--- src/rtl/btb_pkg.sv ---
// Shared types and PLRU helpers for the 4-way branch target buffer.
package btb_pkg;

  localparam int unsigned IDX_W = 3;
  localparam int unsigned TAG_W = 32 - IDX_W - 2;
  localparam int unsigned SETS  = 1 << IDX_W;
  localparam int unsigned WAYS  = 4;

  typedef struct packed {
    logic             valid;
    logic [TAG_W-1:0] tag;
    logic [31:0]      target;
  } btb_entry_t;

  // plru[2] root (0 -> ways 2/3), plru[1] picks in 0/1, plru[0] picks in 2/3 (0 -> way3)
  function automatic logic [1:0] plru_victim(input logic [2:0] plru);
    if (!plru[2]) return plru[0] ? 2'd2 : 2'd3;
    else          return plru[1] ? 2'd1 : 2'd0;
  endfunction

  function automatic logic [2:0] plru_update(input logic [2:0] plru, input logic [1:0] way);
    logic [2:0] nxt;
    nxt = plru;
    unique case (way)
      2'd0: begin nxt[2] = 1'b0; nxt[1] = 1'b1; end
      2'd1: begin nxt[2] = 1'b0; nxt[1] = 1'b0; end
      2'd2: begin nxt[2] = 1'b1; nxt[0] = 1'b0; end
      default: begin nxt[2] = 1'b1; nxt[0] = 1'b1; end
    endcase
    return nxt;
  endfunction

endpackage

--- src/rtl/btb_plru.sv ---
// Per-set tree pseudo-LRU state: victim lookup for the write set and update on write.
module btb_plru
  import btb_pkg::*;
(
  input  logic             clk_i,
  input  logic             rst_i,
  input  logic [IDX_W-1:0] set_i,
  input  logic             upd_en_i,
  input  logic [1:0]       upd_way_i,
  output logic [1:0]       victim_o
);

  logic [2:0] plru_q [SETS];

  assign victim_o = plru_victim(plru_q[set_i]);

  always_ff @(posedge clk_i or posedge rst_i) begin
    if (rst_i) begin
      for (int s = 0; s < int'(SETS); s++) plru_q[s] <= 3'b000;
    end else if (upd_en_i) begin
      plru_q[set_i] <= plru_update(plru_q[set_i], upd_way_i);
    end
  end

endmodule

--- src/rtl/branch_target_buffer.sv ---
// 8-set, 4-way BTB with combinational lookup and clocked install/update.
// Optional same-cycle write-to-read forwarding under `define BTB_BYPASS_EN.
module branch_target_buffer
  import btb_pkg::*;
(
  input  logic        clk,
  input  logic        rst,
  input  logic [31:0] r_pc,
  output logic [31:0] target_out,
  output logic        btb_hit,
  input  logic [31:0] w_pc,
  input  logic        load,
  input  logic [31:0] target_in
);

  btb_entry_t mem_q [SETS][WAYS];

  logic [IDX_W-1:0] r_set, w_set;
  logic [TAG_W-1:0] r_tag, w_tag;
  logic             rd_hit;
  logic [31:0]      rd_target;
  logic             w_match;
  logic [1:0]       w_match_way;
  logic [1:0]       victim;
  logic [1:0]       wr_way;
  logic             unused_pc;

  assign r_set     = r_pc[IDX_W+1:2];
  assign r_tag     = r_pc[31:IDX_W+2];
  assign w_set     = w_pc[IDX_W+1:2];
  assign w_tag     = w_pc[31:IDX_W+2];
  assign unused_pc = ^{r_pc[1:0], w_pc[1:0]};

  always_comb begin
    rd_hit    = 1'b0;
    rd_target = '0;
    for (int w = 0; w < int'(WAYS); w++) begin
      if (mem_q[r_set][w].valid && mem_q[r_set][w].tag == r_tag) begin
        rd_hit    = 1'b1;
        rd_target = mem_q[r_set][w].target;
      end
    end
  end

  always_comb begin
    w_match     = 1'b0;
    w_match_way = 2'd0;
    for (int w = 0; w < int'(WAYS); w++) begin
      if (mem_q[w_set][w].valid && mem_q[w_set][w].tag == w_tag) begin
        w_match     = 1'b1;
        w_match_way = 2'(w);
      end
    end
  end

  // Existing entry is updated in place; otherwise the PLRU victim is replaced.
  assign wr_way = w_match ? w_match_way : victim;

  btb_plru u_plru (
    .clk_i     (clk),
    .rst_i     (rst),
    .set_i     (w_set),
    .upd_en_i  (load),
    .upd_way_i (wr_way),
    .victim_o  (victim)
  );

  always_ff @(posedge clk or posedge rst) begin
    if (rst) begin
      for (int s = 0; s < int'(SETS); s++) begin
        for (int w = 0; w < int'(WAYS); w++) mem_q[s][w] <= '0;
      end
    end else if (load) begin
      mem_q[w_set][wr_way] <= '{valid: 1'b1, tag: w_tag, target: target_in};
    end
  end

`ifdef BTB_BYPASS_EN
  always_comb begin
    if (load && (w_pc == r_pc)) begin
      btb_hit    = 1'b1;
      target_out = target_in;
    end else begin
      btb_hit    = rd_hit;
      target_out = rd_target;
    end
  end
`else
  assign btb_hit    = rd_hit;
  assign target_out = rd_target;
`endif

endmodule

--- config.mk ---
export PLATFORM = sky130hd
export DESIGN_NAME = branch_target_buffer
export DESIGN_NICKNAME = d
export VERILOG_FILES = /design/src/rtl/btb_pkg.sv /design/src/rtl/btb_plru.sv /design/src/rtl/branch_target_buffer.sv
export SDC_FILE = /design/constraint.sdc
export NUM_CORES = 2
export LEC_CHECK = 0
export ABC_AREA = 0
export BUFFER_PORTS_ARGS = -buffer_cell sky130_fd_sc_hd__buf_2
export CAP_MARGIN = 20
export CORE_MARGIN = 8
export CORE_UTILIZATION = 60
export CTS_CLUSTER_DIAMETER = 60
export DETAILED_ROUTE_END_ITERATION = 6
export GPL_TIMING_DRIVEN = 1
export PLACE_DENSITY_LB_ADDON = 0.08
export SETUP_SLACK_MARGIN = 0.2
export SLEW_MARGIN = 20
export SYNTH_ARGS = -nofsm -noshare
export SYNTH_HDL_FRONTEND = slang
export SYNTH_SLANG_ARGS = --single-unit
--- constraint.sdc ---
create_clock -name clk -period 124.1 [get_ports clk]
set_input_delay 6.205 -clock clk [delete_from_list [all_inputs] [get_ports clk]]
set_output_delay 6.205 -clock clk [all_outputs]
set_load 0.005 [all_outputs]
==> report_table.html <==
<table>
<tr><th>Metric</th><th>Value</th></tr>
<tr><th colspan="2">Yosys</th></tr>
<tr><td>Mapped Cells</td><td>6317</td></tr>
<tr><td>Post-synthesis average cell area</td><td>15.5 um2</td></tr>
<tr><td>Post-synthesis cell type count</td><td>61</td></tr>
<tr><td>Main combinational cell family by area after synthesis</td><td>multiplexers</td></tr>
<tr><td>Xor-xnor portion of the synthesized cell area</td><td>about 1.8%</td></tr>
<tr><td>Ys async rst share</td><td>100%</td></tr>
<tr><td>Synthesized-area fraction occupied by and/or/nand/nor cells</td><td>around 1.6%</td></tr>
<tr><td>Post-synthesis sequential area ratio</td><td>49.8%</td></tr>
<tr><td>Share of Yosys cell area claimed by the top area cell type</td><td>49.8%</td></tr>
<tr><td>Primary flip-flop cell chosen by synthesis mapping</td><td>dfrtp_1</td></tr>
<tr><td>Synth Area in Compound Gates</td><td>2.12%</td></tr>
<tr><td>Post-synthesis cell type with the largest combined area</td><td>dfrtp_1</td></tr>
<tr><td>Synth top area cells</td><td>dfrtp_1 50%, mux2_2 21%, mux4_2 14%</td></tr>
<tr><td>Multiplexer area fraction after synthesis</td><td>between 40% and 50%</td></tr>
<tr><td>Post-Syn Nets</td><td>6416</td></tr>
<tr><td>Post-synth design cell area</td><td>97700 um2</td></tr>
<tr><td>Adder-cell share of the synthesized area</td><td>0%</td></tr>
<tr><td>Post-synth EDFFs</td><td>0</td></tr>
<tr><td>Number of flip-flops and latches in the synthesized netlist</td><td>1944</td></tr>
<tr><td>Synthesis Warnings</td><td>0</td></tr>
<tr><th colspan="2">Clocking</th></tr>
<tr><td>Num Clock Sinks</td><td>approximately 2000</td></tr>
<tr><td>Max Root-Sink Buffers</td><td>3</td></tr>
<tr><td>Total of cells resized after clock tree synthesis</td><td>0</td></tr>
<tr><td>Number of setup buffers added after CTS</td><td>0</td></tr>
<tr><td>Clock-pin slew of the registers on the worst-case setup and hold paths</td><td>60 ps</td></tr>
<tr><td>Latest clock arrival within the worst-skew pair</td><td>approximately 860 ps</td></tr>
<tr><td># H-tree levels</td><td>4</td></tr>
<tr><td>Clock tree root buffer cell</td><td>clkbuf_16</td></tr>
<tr><td>Number of buffers inserted during clock tree synthesis</td><td>205</td></tr>
<tr><td>TritonCTS clock tree</td><td>built</td></tr>
<tr><td>Hold buffer count at CTS</td><td>0</td></tr>
<tr><th colspan="2">Cells and area</th></tr>
<tr><td>Area grow syn2layout</td><td>8.27%</td></tr>
<tr><td>Top library cells by usage in the layout, fill and taps aside</td><td>1944 x dfrtp_1, 1821 x mux2_2, 614 x mux4_2, 358 x mux2i_1, 208 x clkbuf_16</td></tr>
<tr><td>Layout net count</td><td>6243</td></tr>
<tr><td>Commonest non-fill, non-tap cell in the layout</td><td>dfrtp_1</td></tr>
<tr><td>Ratio of cells with drive above 1 in the final layout</td><td>49.1%</td></tr>
<tr><th colspan="2">STA</th></tr>
<tr><td>Largest clock skew in the final design</td><td>27.5 ps</td></tr>
<tr><td>Number of pins with negative max-slew slack in the final report</td><td>0</td></tr>
<tr><td>Total Negative Setup Slacks</td><td>0 ps</td></tr>
<tr><td>Unrepaired setup endpoints after global routing</td><td>false</td></tr>
<tr><td>Clock period minus final worst setup slack</td><td>20450 ps</td></tr>
<tr><td>Relative max-transition margin</td><td>~15%</td></tr>
<tr><td>Period utilisation layout</td><td>between 10% and 20%</td></tr>
<tr><td>Maximum frequency from static timing analysis</td><td>48.9 MHz</td></tr>
<tr><td>Slew at the pin with the worst max-slew slack</td><td>1260 ps</td></tr>
<tr><td>Worst setup slack after layout</td><td>between 100000 and 150000 ps</td></tr>
<tr><td>Number of failing setup endpoints in the final timing report</td><td>0</td></tr>
<tr><td>Final hold violations</td><td>0</td></tr>
<tr><th colspan="2">Placed design</th></tr>
<tr><td>Worst setup slack before clock tree synthesis</td><td>103650 ps</td></tr>
<tr><td>HPWL after DPL</td><td>161000 um</td></tr>
<tr><td>Count of port buffers added during placement</td><td>127</td></tr>
<tr><td>RD Place Congestion</td><td>around 0.9</td></tr>
<tr><th colspan="2">Setup path</th></tr>
<tr><td>Worst Path Class, Setup</td><td>in2out</td></tr>
<tr><td>Crit. End Element</td><td>output pin</td></tr>
<tr><td>Arrival @ worst endpoint</td><td>around 14000 ps</td></tr>
<tr><td>Worst reg-to-reg path cell count</td><td>12</td></tr>
<tr><td>Required time at the endpoint of the critical path</td><td>117900 ps</td></tr>
<tr><td>Crit start category</td><td>input port</td></tr>
<tr><td>Maximum fanout along the worst path</td><td>56</td></tr>
<tr><th colspan="2">Route</th></tr>
<tr><td>Antenna-violating nets left</td><td>0</td></tr>
<tr><td>Via count normalized by instance count</td><td>6.77</td></tr>
<tr><td>Vias</td><td>57500</td></tr>
<tr><td>Iteration count of the initial detailed-routing pass</td><td>5</td></tr>
<tr><td>DRT Wirelength</td><td>276000 um</td></tr>
<tr><td>Routed length per placed instance</td><td>about 33 um</td></tr>
<tr><td>Number of remaining DRC errors</td><td>0</td></tr>
<tr><td>Detailed router's first-iteration violation count</td><td>5162</td></tr>
<tr><th colspan="2">Power and ir drop</th></tr>
<tr><td>Part of the total power dissipated in the clock network</td><td>between 20 and 30%</td></tr>
<tr><td>Leakage component of the power</td><td>approximately 47 nW</td></tr>
<tr><td>Sw frac</td><td>roughly 28%</td></tr>
<tr><td>Cell Int Power</td><td>1.63 mW</td></tr>
<tr><td>Seq pwr share</td><td>a little under half</td></tr>
<tr><td>Overall power after layout</td><td>2.28 mW</td></tr>
<tr><td>Reported net switching power</td><td>about 0.64 mW</td></tr>
<tr><td>Power Dens Cells</td><td>21.5 nW/um2</td></tr>
<tr><td>Share of power burned in combinational logic</td><td>26.6%</td></tr>
<tr><td>Max VDD drop</td><td>16.6 uV</td></tr>
<tr><th colspan="2">GRT</th></tr>
<tr><td>Congestion Overflow GR</td><td>0</td></tr>
<tr><td>Vias in the first global route</td><td>between 60000 and 70000</td></tr>
<tr><td>Number of antenna violations at the first check in global routing</td><td>24</td></tr>
<tr><td>Global-route total usage across every layer</td><td>31.7%</td></tr>
<tr><td>Maximum number of pins on one net before global-route repair</td><td>165</td></tr>
<tr><td>Global-route wire length before repair</td><td>414000 um</td></tr>
<tr><th colspan="2">Outcome</th></tr>
<tr><td>Status</td><td>finished, final reports clean</td></tr>
<tr><th colspan="2">Floorplan</th></tr>
<tr><td>Height of the die</td><td>419 um</td></tr>
<tr><td>Boundary pin count</td><td>132</td></tr>
<tr><td>Starting density of the core</td><td>60.2%</td></tr>
<tr><td>Core outline area</td><td>162000 um2</td></tr>
<tr><td>Horiz. Die Dim</td><td>419 um</td></tr>
<tr><td>Number of rows in the core area</td><td>approximately 150</td></tr>
<tr><td>DIE AREA</td><td>176000 um2</td></tr>
<tr><th colspan="2">Run</th></tr>
<tr><td>Max capacitance violation total</td><td>0</td></tr>
<tr><th colspan="2">Hold path</th></tr>
<tr><td>Worst min-delay path category</td><td>reg2reg</td></tr>
<tr><td>Number of cells on the worst hold path</td><td>2</td></tr>
</table>
[logic make-up after synthesis]
| family | count (synthesis) |
|---|---|
| compound gates | 263 |
| xor+xnor | 205 |
| buf+inv | 661 |
| flops | 1944 |
| mux | 2970 |
| simple gates | 274 |
[area by class of cell]
type                       instances  area [um2]
clock inverter                    57         752
tap                             2175        2720
timing repair buffer             274        1900
multi-input combinational       3712       45500
antenna                           10        25.0
fill                           11800       56500
sequential                      1944       48600
inverter                           7        35.0
clock buffer                     318        6200
[synth_stat cells, drive strengths merged (35+ instances only)]
library cell,count
a221oi,75
buf,356
clkbuf,298
dfrtp,1944
mux2,1998
mux2i,358
mux4,614
nand2,41
nor2,59
nor4,47
o21ai,35
o22ai,39
xnor2,152
xor2,53
[stage by stage]
| step | hold slack (ps) | instances | area [um2] | utilization, % |
|---|---|---|---|---|
| after floorplan | 444 | 6317 | 97700 | - |
| after global placement | 463 | 8110 | 98700 | 60.9 |
| after detailed placement | 469 | 8110 | 98700 | 60.9 |
| after CTS | 482 | 8485 | 106000 | 65.2 |
| after global routing | 500 | 8494 | 106000 | 65.2 |
| final | 480 | 8497 | 106000 | 65.2 |
[power by group through the flow]
stage	Clock (mW)	Sequential [mW]	Combinational (mW)
2_1_floorplan	0	1.01	0.491
3_3_place_gp	0	1.03	0.586
3_5_place_dp	0	1.05	0.604
4_1_cts	0.641	1.04	0.607
5_1_grt	0.667	1.07	0.647
6_report	0.631	1.04	0.606
[critical path: stages]
cell and delay, ps:
buf_8 530, buf_4 830, buf_4 700, buf_4 650, mux4_2 590, xnor2_1 150
nand2_1 90, o21ai_0 810, nand4_1 230, nor4_1 640, buf_4 300, nor2b_4 620
buf_4 540, a221oi_1 170, a221oi_1 710, buf_2 280
[worst paths after layout]
path | startpoint | to | slack, ps
max | r_pc[2] | target_out[15] | 103650
max reg2reg | mem_q[1370] | mem_q[487] | 117900
max in group asynchronous | rst | mem_q[1183] | 114630
min reg2reg | u_plru.plru_q[17] | u_plru.plru_q[17] | 480
min in group asynchronous | rst | mem_q[1509] | 5500
min | u_plru.plru_q[17] | u_plru.plru_q[17] | 480
[sequential cells by signal, summed over array words and instances, names as in the netlist]
register       count
mem_q           1920
u_plru.plru_q     24
[routing by layer]
| layer | vias up | track usage [%] | share of wire [%] |
|---|---|---|---|
| li1 | 23500 | - | - |
| met1 | 31400 | 43.3 | 41 |
| met2 | 2024 | 50.6 | 47 |
| met3 | 582 | 5.72 | 6.6 |
| met4 | 8 | 13.3 | 4.9 |
| met5 | - | 0 | 0.018 |
No activity file was read; power rests on OpenSTA's default activity.
